$ cat src/rtl/player_move_ctrl_pkg.sv
// Shared game definitions: direction encodings, movement FSM states and
// default screen bounds used by the player movement controller.
package player_move_ctrl_pkg;

    // One-hot direction codes, bit order {up, down, left, right}
    localparam logic [3:0] DIR_NONE  = 4'b0000;
    localparam logic [3:0] DIR_UP    = 4'b1000;
    localparam logic [3:0] DIR_DOWN  = 4'b0100;
    localparam logic [3:0] DIR_LEFT  = 4'b0010;
    localparam logic [3:0] DIR_RIGHT = 4'b0001;

    // Visible playfield bounds for the sprite's top-left corner
    localparam int SCR_X_MIN = 0;
    localparam int SCR_X_MAX = 608;
    localparam int SCR_Y_MIN = 0;
    localparam int SCR_Y_MAX = 448;

    typedef enum logic {
        ST_IDLE   = 1'b0,
        ST_SETTLE = 1'b1
    } moveState_t;

endpackage

$ cat src/rtl/player_move_ctrl_tick_gen.sv
// Free-running clock divider producing a registered single-cycle game tick
// once every TICK_DIV clocks.
module player_move_ctrl_tick_gen #(
    parameter int TICK_DIV = 833333
) (
    input  logic clk,
    input  logic rst_n,
    output logic tick
);

    localparam int CW = (TICK_DIV > 1) ? $clog2(TICK_DIV) : 1;
    localparam logic [CW-1:0] CNT_LAST = CW'(TICK_DIV - 1);

    logic [CW-1:0] cnt;

    // Count 0..TICK_DIV-1 and flag the wrap one cycle later as the tick
    always_ff @(posedge clk or negedge rst_n) begin
        if (!rst_n) begin
            cnt  <= '0;
            tick <= 1'b0;
        end else begin
            tick <= (cnt == CNT_LAST);
            cnt  <= (cnt == CNT_LAST) ? '0 : cnt + 1'b1;
        end
    end

endmodule

$ cat src/rtl/player_move_ctrl.sv
// Player movement controller: synchronizes the direction buttons, picks one
// direction per game tick and steps the sprite position within the screen
// bounds, then ignores the collision enables while they settle.
module player_move_ctrl
    import player_move_ctrl_pkg::*;
#(
    parameter int X_W        = 10,
    parameter int Y_W        = 10,
    parameter int X_MIN      = SCR_X_MIN,
    parameter int X_MAX      = SCR_X_MAX,
    parameter int Y_MIN      = SCR_Y_MIN,
    parameter int Y_MAX      = SCR_Y_MAX,
    parameter int X_INIT     = 100,
    parameter int Y_INIT     = 100,
    parameter int STEP       = 1,
    parameter int TICK_DIV   = 833333,
    parameter int SETTLE_CYC = 4
) (
    input  logic           clk,
    input  logic           rst_n,
    input  logic           btn_up,
    input  logic           btn_down,
    input  logic           btn_left,
    input  logic           btn_right,
    input  logic           up_en,
    input  logic           down_en,
    input  logic           left_en,
    input  logic           right_en,
    output logic [X_W-1:0] pos_x,
    output logic [Y_W-1:0] pos_y,
    output logic [3:0]     dir,
    output logic           moved,
    output logic           blocked,
    output logic           settling
);

    localparam int SW = $clog2(SETTLE_CYC + 1);

    // Clamp a stepped coordinate into [lo, hi]; equal to cur means "at bound"
    function automatic int satStep(input int cur, input int delta, input int lo, input int hi);
        int n;
        n = cur + delta;
        if (n < lo)
            n = lo;
        else if (n > hi)
            n = hi;
        return n;
    endfunction

    logic [3:0]    btnRaw;
    logic [3:0]    btnSync_p0;
    logic [3:0]    btnSync_p1;
    logic          tick;
    moveState_t    state, stateNext;
    logic [SW-1:0] settleCnt, settleNext;
    logic [X_W-1:0] posXNext, candX;
    logic [Y_W-1:0] posYNext, candY;
    logic [3:0]    dirNext, selDir;
    logic          selEn;
    logic          movedNext, blockedNext;
    int            upY, downY, leftX, rightX;

    assign btnRaw = {btn_up, btn_down, btn_left, btn_right};

    // Saturated candidate coordinate for each direction
    assign upY    = satStep(int'(pos_y), -STEP, Y_MIN, Y_MAX);
    assign downY  = satStep(int'(pos_y),  STEP, Y_MIN, Y_MAX);
    assign leftX  = satStep(int'(pos_x), -STEP, X_MIN, X_MAX);
    assign rightX = satStep(int'(pos_x),  STEP, X_MIN, X_MAX);

    player_move_ctrl_tick_gen #(
        .TICK_DIV(TICK_DIV)
    ) u_tickGen (
        .clk  (clk),
        .rst_n(rst_n),
        .tick (tick)
    );

    // Two-flop synchronizer for the asynchronous button levels
    always_ff @(posedge clk or negedge rst_n) begin
        if (!rst_n) begin
            btnSync_p0 <= '0;
            btnSync_p1 <= '0;
        end else begin
            btnSync_p0 <= btnRaw;
            btnSync_p1 <= btnSync_p0;
        end
    end

    // Direction select, bound check and state transitions for one tick
    always_comb begin
        stateNext   = state;
        settleNext  = settleCnt;
        posXNext    = pos_x;
        posYNext    = pos_y;
        dirNext     = dir;
        movedNext   = 1'b0;
        blockedNext = 1'b0;
        selDir      = DIR_NONE;
        selEn       = 1'b0;
        candX       = pos_x;
        candY       = pos_y;
        case (state)
            ST_IDLE: begin
                if (tick && (btnSync_p1 != 4'b0000)) begin
                    // Fixed priority; lower directions never act as fallback
                    if (btnSync_p1[3]) begin
                        selDir = DIR_UP;
                        selEn  = up_en;
                        candY  = Y_W'(upY);
                    end else if (btnSync_p1[2]) begin
                        selDir = DIR_DOWN;
                        selEn  = down_en;
                        candY  = Y_W'(downY);
                    end else if (btnSync_p1[1]) begin
                        selDir = DIR_LEFT;
                        selEn  = left_en;
                        candX  = X_W'(leftX);
                    end else begin
                        selDir = DIR_RIGHT;
                        selEn  = right_en;
                        candX  = X_W'(rightX);
                    end
                    dirNext = selDir;
                    if (selEn && ((candX != pos_x) || (candY != pos_y))) begin
                        posXNext   = candX;
                        posYNext   = candY;
                        movedNext  = 1'b1;
                        stateNext  = ST_SETTLE;
                        settleNext = SW'(SETTLE_CYC - 1);
                    end else begin
                        blockedNext = 1'b1;
                    end
                end
            end
            ST_SETTLE: begin
                // Collision results for the new position are not valid yet
                if (settleCnt == '0)
                    stateNext = ST_IDLE;
                else
                    settleNext = settleCnt - 1'b1;
            end
            default: stateNext = ST_IDLE;
        endcase
    end

    // Position, direction, pulse and FSM registers
    always_ff @(posedge clk or negedge rst_n) begin
        if (!rst_n) begin
            state     <= ST_IDLE;
            settleCnt <= '0;
            pos_x     <= X_W'(X_INIT);
            pos_y     <= Y_W'(Y_INIT);
            dir       <= DIR_NONE;
            moved     <= 1'b0;
            blocked   <= 1'b0;
        end else begin
            state     <= stateNext;
            settleCnt <= settleNext;
            pos_x     <= posXNext;
            pos_y     <= posYNext;
            dir       <= dirNext;
            moved     <= movedNext;
            blocked   <= blockedNext;
        end
    end

    assign settling = (state == ST_SETTLE);

endmodule

$ cat config.mk
export PLATFORM = sky130hd
export DESIGN_NAME = player_move_ctrl
export DESIGN_NICKNAME = d
export VERILOG_FILES = /design/src/rtl/player_move_ctrl_pkg.sv /design/src/rtl/player_move_ctrl_tick_gen.sv /design/src/rtl/player_move_ctrl.sv
export SDC_FILE = /design/constraint.sdc
export NUM_CORES = 1
export LEC_CHECK = 0
export CAP_MARGIN = 5
export CORE_AREA = 8 8 102 104
export CTS_CLUSTER_DIAMETER = 150
export DETAILED_ROUTE_END_ITERATION = 10
export DIE_AREA = 0 0 110 112
export HOLD_SLACK_MARGIN = 0.03
export PLACE_DENSITY_LB_ADDON = 0.12
export SLEW_MARGIN = 15
export SYNTH_ARGS = -nofsm -noshare
export SYNTH_HDL_FRONTEND = slang
export SYNTH_SLANG_ARGS = --single-unit
export TNS_END_PERCENT = 5
$ cat constraint.sdc
create_clock -name clk -period 4.15 [get_ports clk]
set_clock_uncertainty 0.15 [all_clocks]
set_input_delay 0.415 -clock clk [delete_from_list [all_inputs] [get_ports clk]]
set_output_delay 0.415 -clock clk [all_outputs]
set_load 0.02 [all_outputs]
==> impl_results.md <==
- Fill cells: 761
- Max Cap Viol: 0
- Number of synthesized flops with an enable pin: 0
- Status: completed
- Fin area: 0.00577 mm2
- # rows: 35
- Clock Path Buffers: 2
- Vias in the first global route: 4664
- P_leak: 2.34 nW
- Final slew viol count: 0
- Antenna diodes: 0
- CTS tree: yes
- Net Count, Synth: 602
- Mean Syn Cell Area: 7.98 um2
- Detail Route Antenna Nets: 0
- Via count: 4841
- DRC viols: 0
- Final Hold Fails: 0
- Netlist cell types: 73
- Worst Setup End Kind: register
- Port bufs: 36
- Initial antenna violation count: 0
- CP required: 4.21 ns
- WS Path Type: reg -> reg
- CTS Buf Count: 9
- Setup TNS: 0 ns
- Area growth, synth to finish: 24.1%
- Share of cells above drive strength 1: 17.6%
- Arrival @ worst endpoint: 4.15 ns
- H-tree depth: 3
- DRT Wirelength: 14.6 mm
- Post-DP Area: 0.00539 mm2
- Max VDD drop: 281 uV
- Starting density of the core: 52.3%
- First-iteration detailed-routing DRC count: 456
- Cell Pwr Density: 241 mW/mm2
- Wire per inst: 19.1 um
- Clk sink count: 59
- Root buf cell: clkbuf_8
- Most frequent cells in the layout: buf_4, nor2_1, nand2_1
- Non-filler cells, final: 764
- Die Area: 0.0123 mm2
- Async S/R FF share, synth: 100%
- Placeable Area: 0.00889 mm2
- Pwr Total: 1.39 mW
- Top FF cell, synth: dfrtp_1
- Nets: 668
- DR pass1 iterations: 5
- Relative slew slack: 36.2%
- Dpl cells: 740
- Post-layout min period: 4.09 ns
- Hold Crit Class: in -> async
- Yosys warns: 0
- Worst slew pin tran: 0.958 ns
- Type of origin of the critical path: register
- Most common cell after layout, fill and taps aside: buf_4
- DIE HEIGHT: 112 um
- Crit-path max FO: 7
- Start of the worst register-to-register path: pos_y[1]$_DFFE_PN0P_
- GRT Total Usage: 24.0%
- Grt ovf: 0
- Fin crit share: 98.5%
- Setup crit start: pos_y[1]$_DFFE_PN0P_
- Via/cell ratio: 6.34
- Sequential share of the synthesized area: 31.9%
- Detailed Place HPWL: 10.7 mm
- Cell area after synthesis: 0.00465 mm2
- I/O pin total: 37
- Worst skew pair latency: 0.34 ns
- Gpl congestion: 0.974
- Largest net degree at the start of global routing: 42
- Die Wd: 110 um
- Final-report setup violation count: 0
- Clk pin slew, worst setup/hold paths: 0.08 ns
- First-pass GRT wire length: 23.7 mm
- Max Freq: 245 MHz
- Final Hold Slack: 0.0713 ns
- Cells after Synth: 582
- Number of synthesized register bits: 59
flip-flops by register name, indices dropped and copies added, names as in the netlist:
name            flops
moved               1
btnSync_p1          4
settleCnt           3
u_tickGen.tick      1
blocked             1
pos_y              10
settling            1
u_tickGen.cnt      20
btnSync_p0          4
pos_x              10
dir                 4
cells in the mapped netlist (6+ instances only):
cell / count / area [um2]
a211o_1: 6 / 52.6
a21oi_1: 26 / 130
a22o_1: 6 / 52.6
a31oi_1: 9 / 56.3
and3_1: 8 / 50.1
buf_1: 8 / 30.0
clkbuf_1: 29 / 109
dfrtp_1: 53 / 1330
dfstp_2: 6 / 158
ha_1: 10 / 125
inv_1: 20 / 75.1
mux2i_1: 9 / 90.1
nand2_1: 59 / 221
nand2b_1: 11 / 68.8
nand3_1: 30 / 150
nand4_1: 16 / 100
nor2_1: 61 / 229
nor3_1: 16 / 80.1
nor4_1: 7 / 43.8
o21ai_0: 25 / 125
o21ai_1: 7 / 35.0
o22ai_1: 7 / 43.8
o31ai_1: 9 / 67.6
or4_1: 6 / 45.0
xnor2_1: 20 / 175
xor2_1: 15 / 131
layer usage:
metal  vias to the layer above  wire length, um  global-route usage, %
li1                       2261                -                      -
met1                      2300             6340                   32.8
met2                       243             6610                   35.6
met3                        37             1280                   5.31
met4                         0              374                   9.46
met5                         -                0                      0
critical path: stages, from the launching register on:
cell and delay (ns):
dfrtp_2 0.46, or4_4 0.56, or3_4 0.41, a21oi_4 0.17
nand3_1 0.14, nor3b_1 0.17, or4_1 0.46, or4_4 0.44
nor4_4 0.36, a21oi_4 0.15, nand2_4 0.14, mux2_1 0.35
power breakdown:
part	total, mW	internal [mW]	switching (mW)
Clock	0.717	0.466	0.251
Combinational	0.0901	0.0335	0.0566
Sequential	0.586	0.580	0.00561
Total	1.39	1.08	0.313
final cells by class:
type,count,area (um2),share of cell area (%)
Sequential cell,59,1490,25.8
Multi-Input combinational cell,458,2960,51.3
Timing Repair Buffer,98,826,14.3
Clock buffer,9,124,2.15
Tap cell,111,139,2.41
Clock inverter,7,149,2.58
Inverter,22,82.6,1.43
cell families (layout without fill, tap and decap cells):
kind of cell	after synthesis	after routing	synth area share, %
xor gates and xnor gates	35	35	6.60
AOI/OAI and AO/OA	145	145	21.6
adders and majority gates	10	10	2.69
and+or+nand+nor	254	254	28.4
buffers and inverters	65	136	5.55
DFF	59	59	31.9
muxes	14	14	3.15
per-stage QoR:
step                      setup WS, ns  util, %
after floorplan                0.00616        -
after global placement           0.207     60.6
after detailed placement        0.0714     60.6
after CTS                       0.0531     63.6
after global routing           -0.0532     64.9
final                           0.0632     64.9
final timing paths:
kind / to / slack, ns / cells after the start
max: pos_x[3]$_DFFE_PN0P_ / 0.06 / 11
min: pos_x[9]$_DFFE_PN0P_ / 0.07 / 1
max reg2reg: pos_x[3]$_DFFE_PN0P_ / 0.06 / 11
min reg2reg: btnSync_p1[1]$_DFF_PN0_ / 0.21 / 0
max in group asynchronous: btnSync_p1[0]$_DFF_PN0_ / 2.96 / 2
min in group clk: btnSync_p1[1]$_DFF_PN0_ / 0.21 / 0
repair_timing:
action,in CTS,in global routing
hold endpoints to repair,0,0
resized for setup,0,10
buffers inserted,0,8
hold buffers,0,0
endpoints found under the setup margin,0,11
Note: power is estimated with default switching activity, not from simulation.
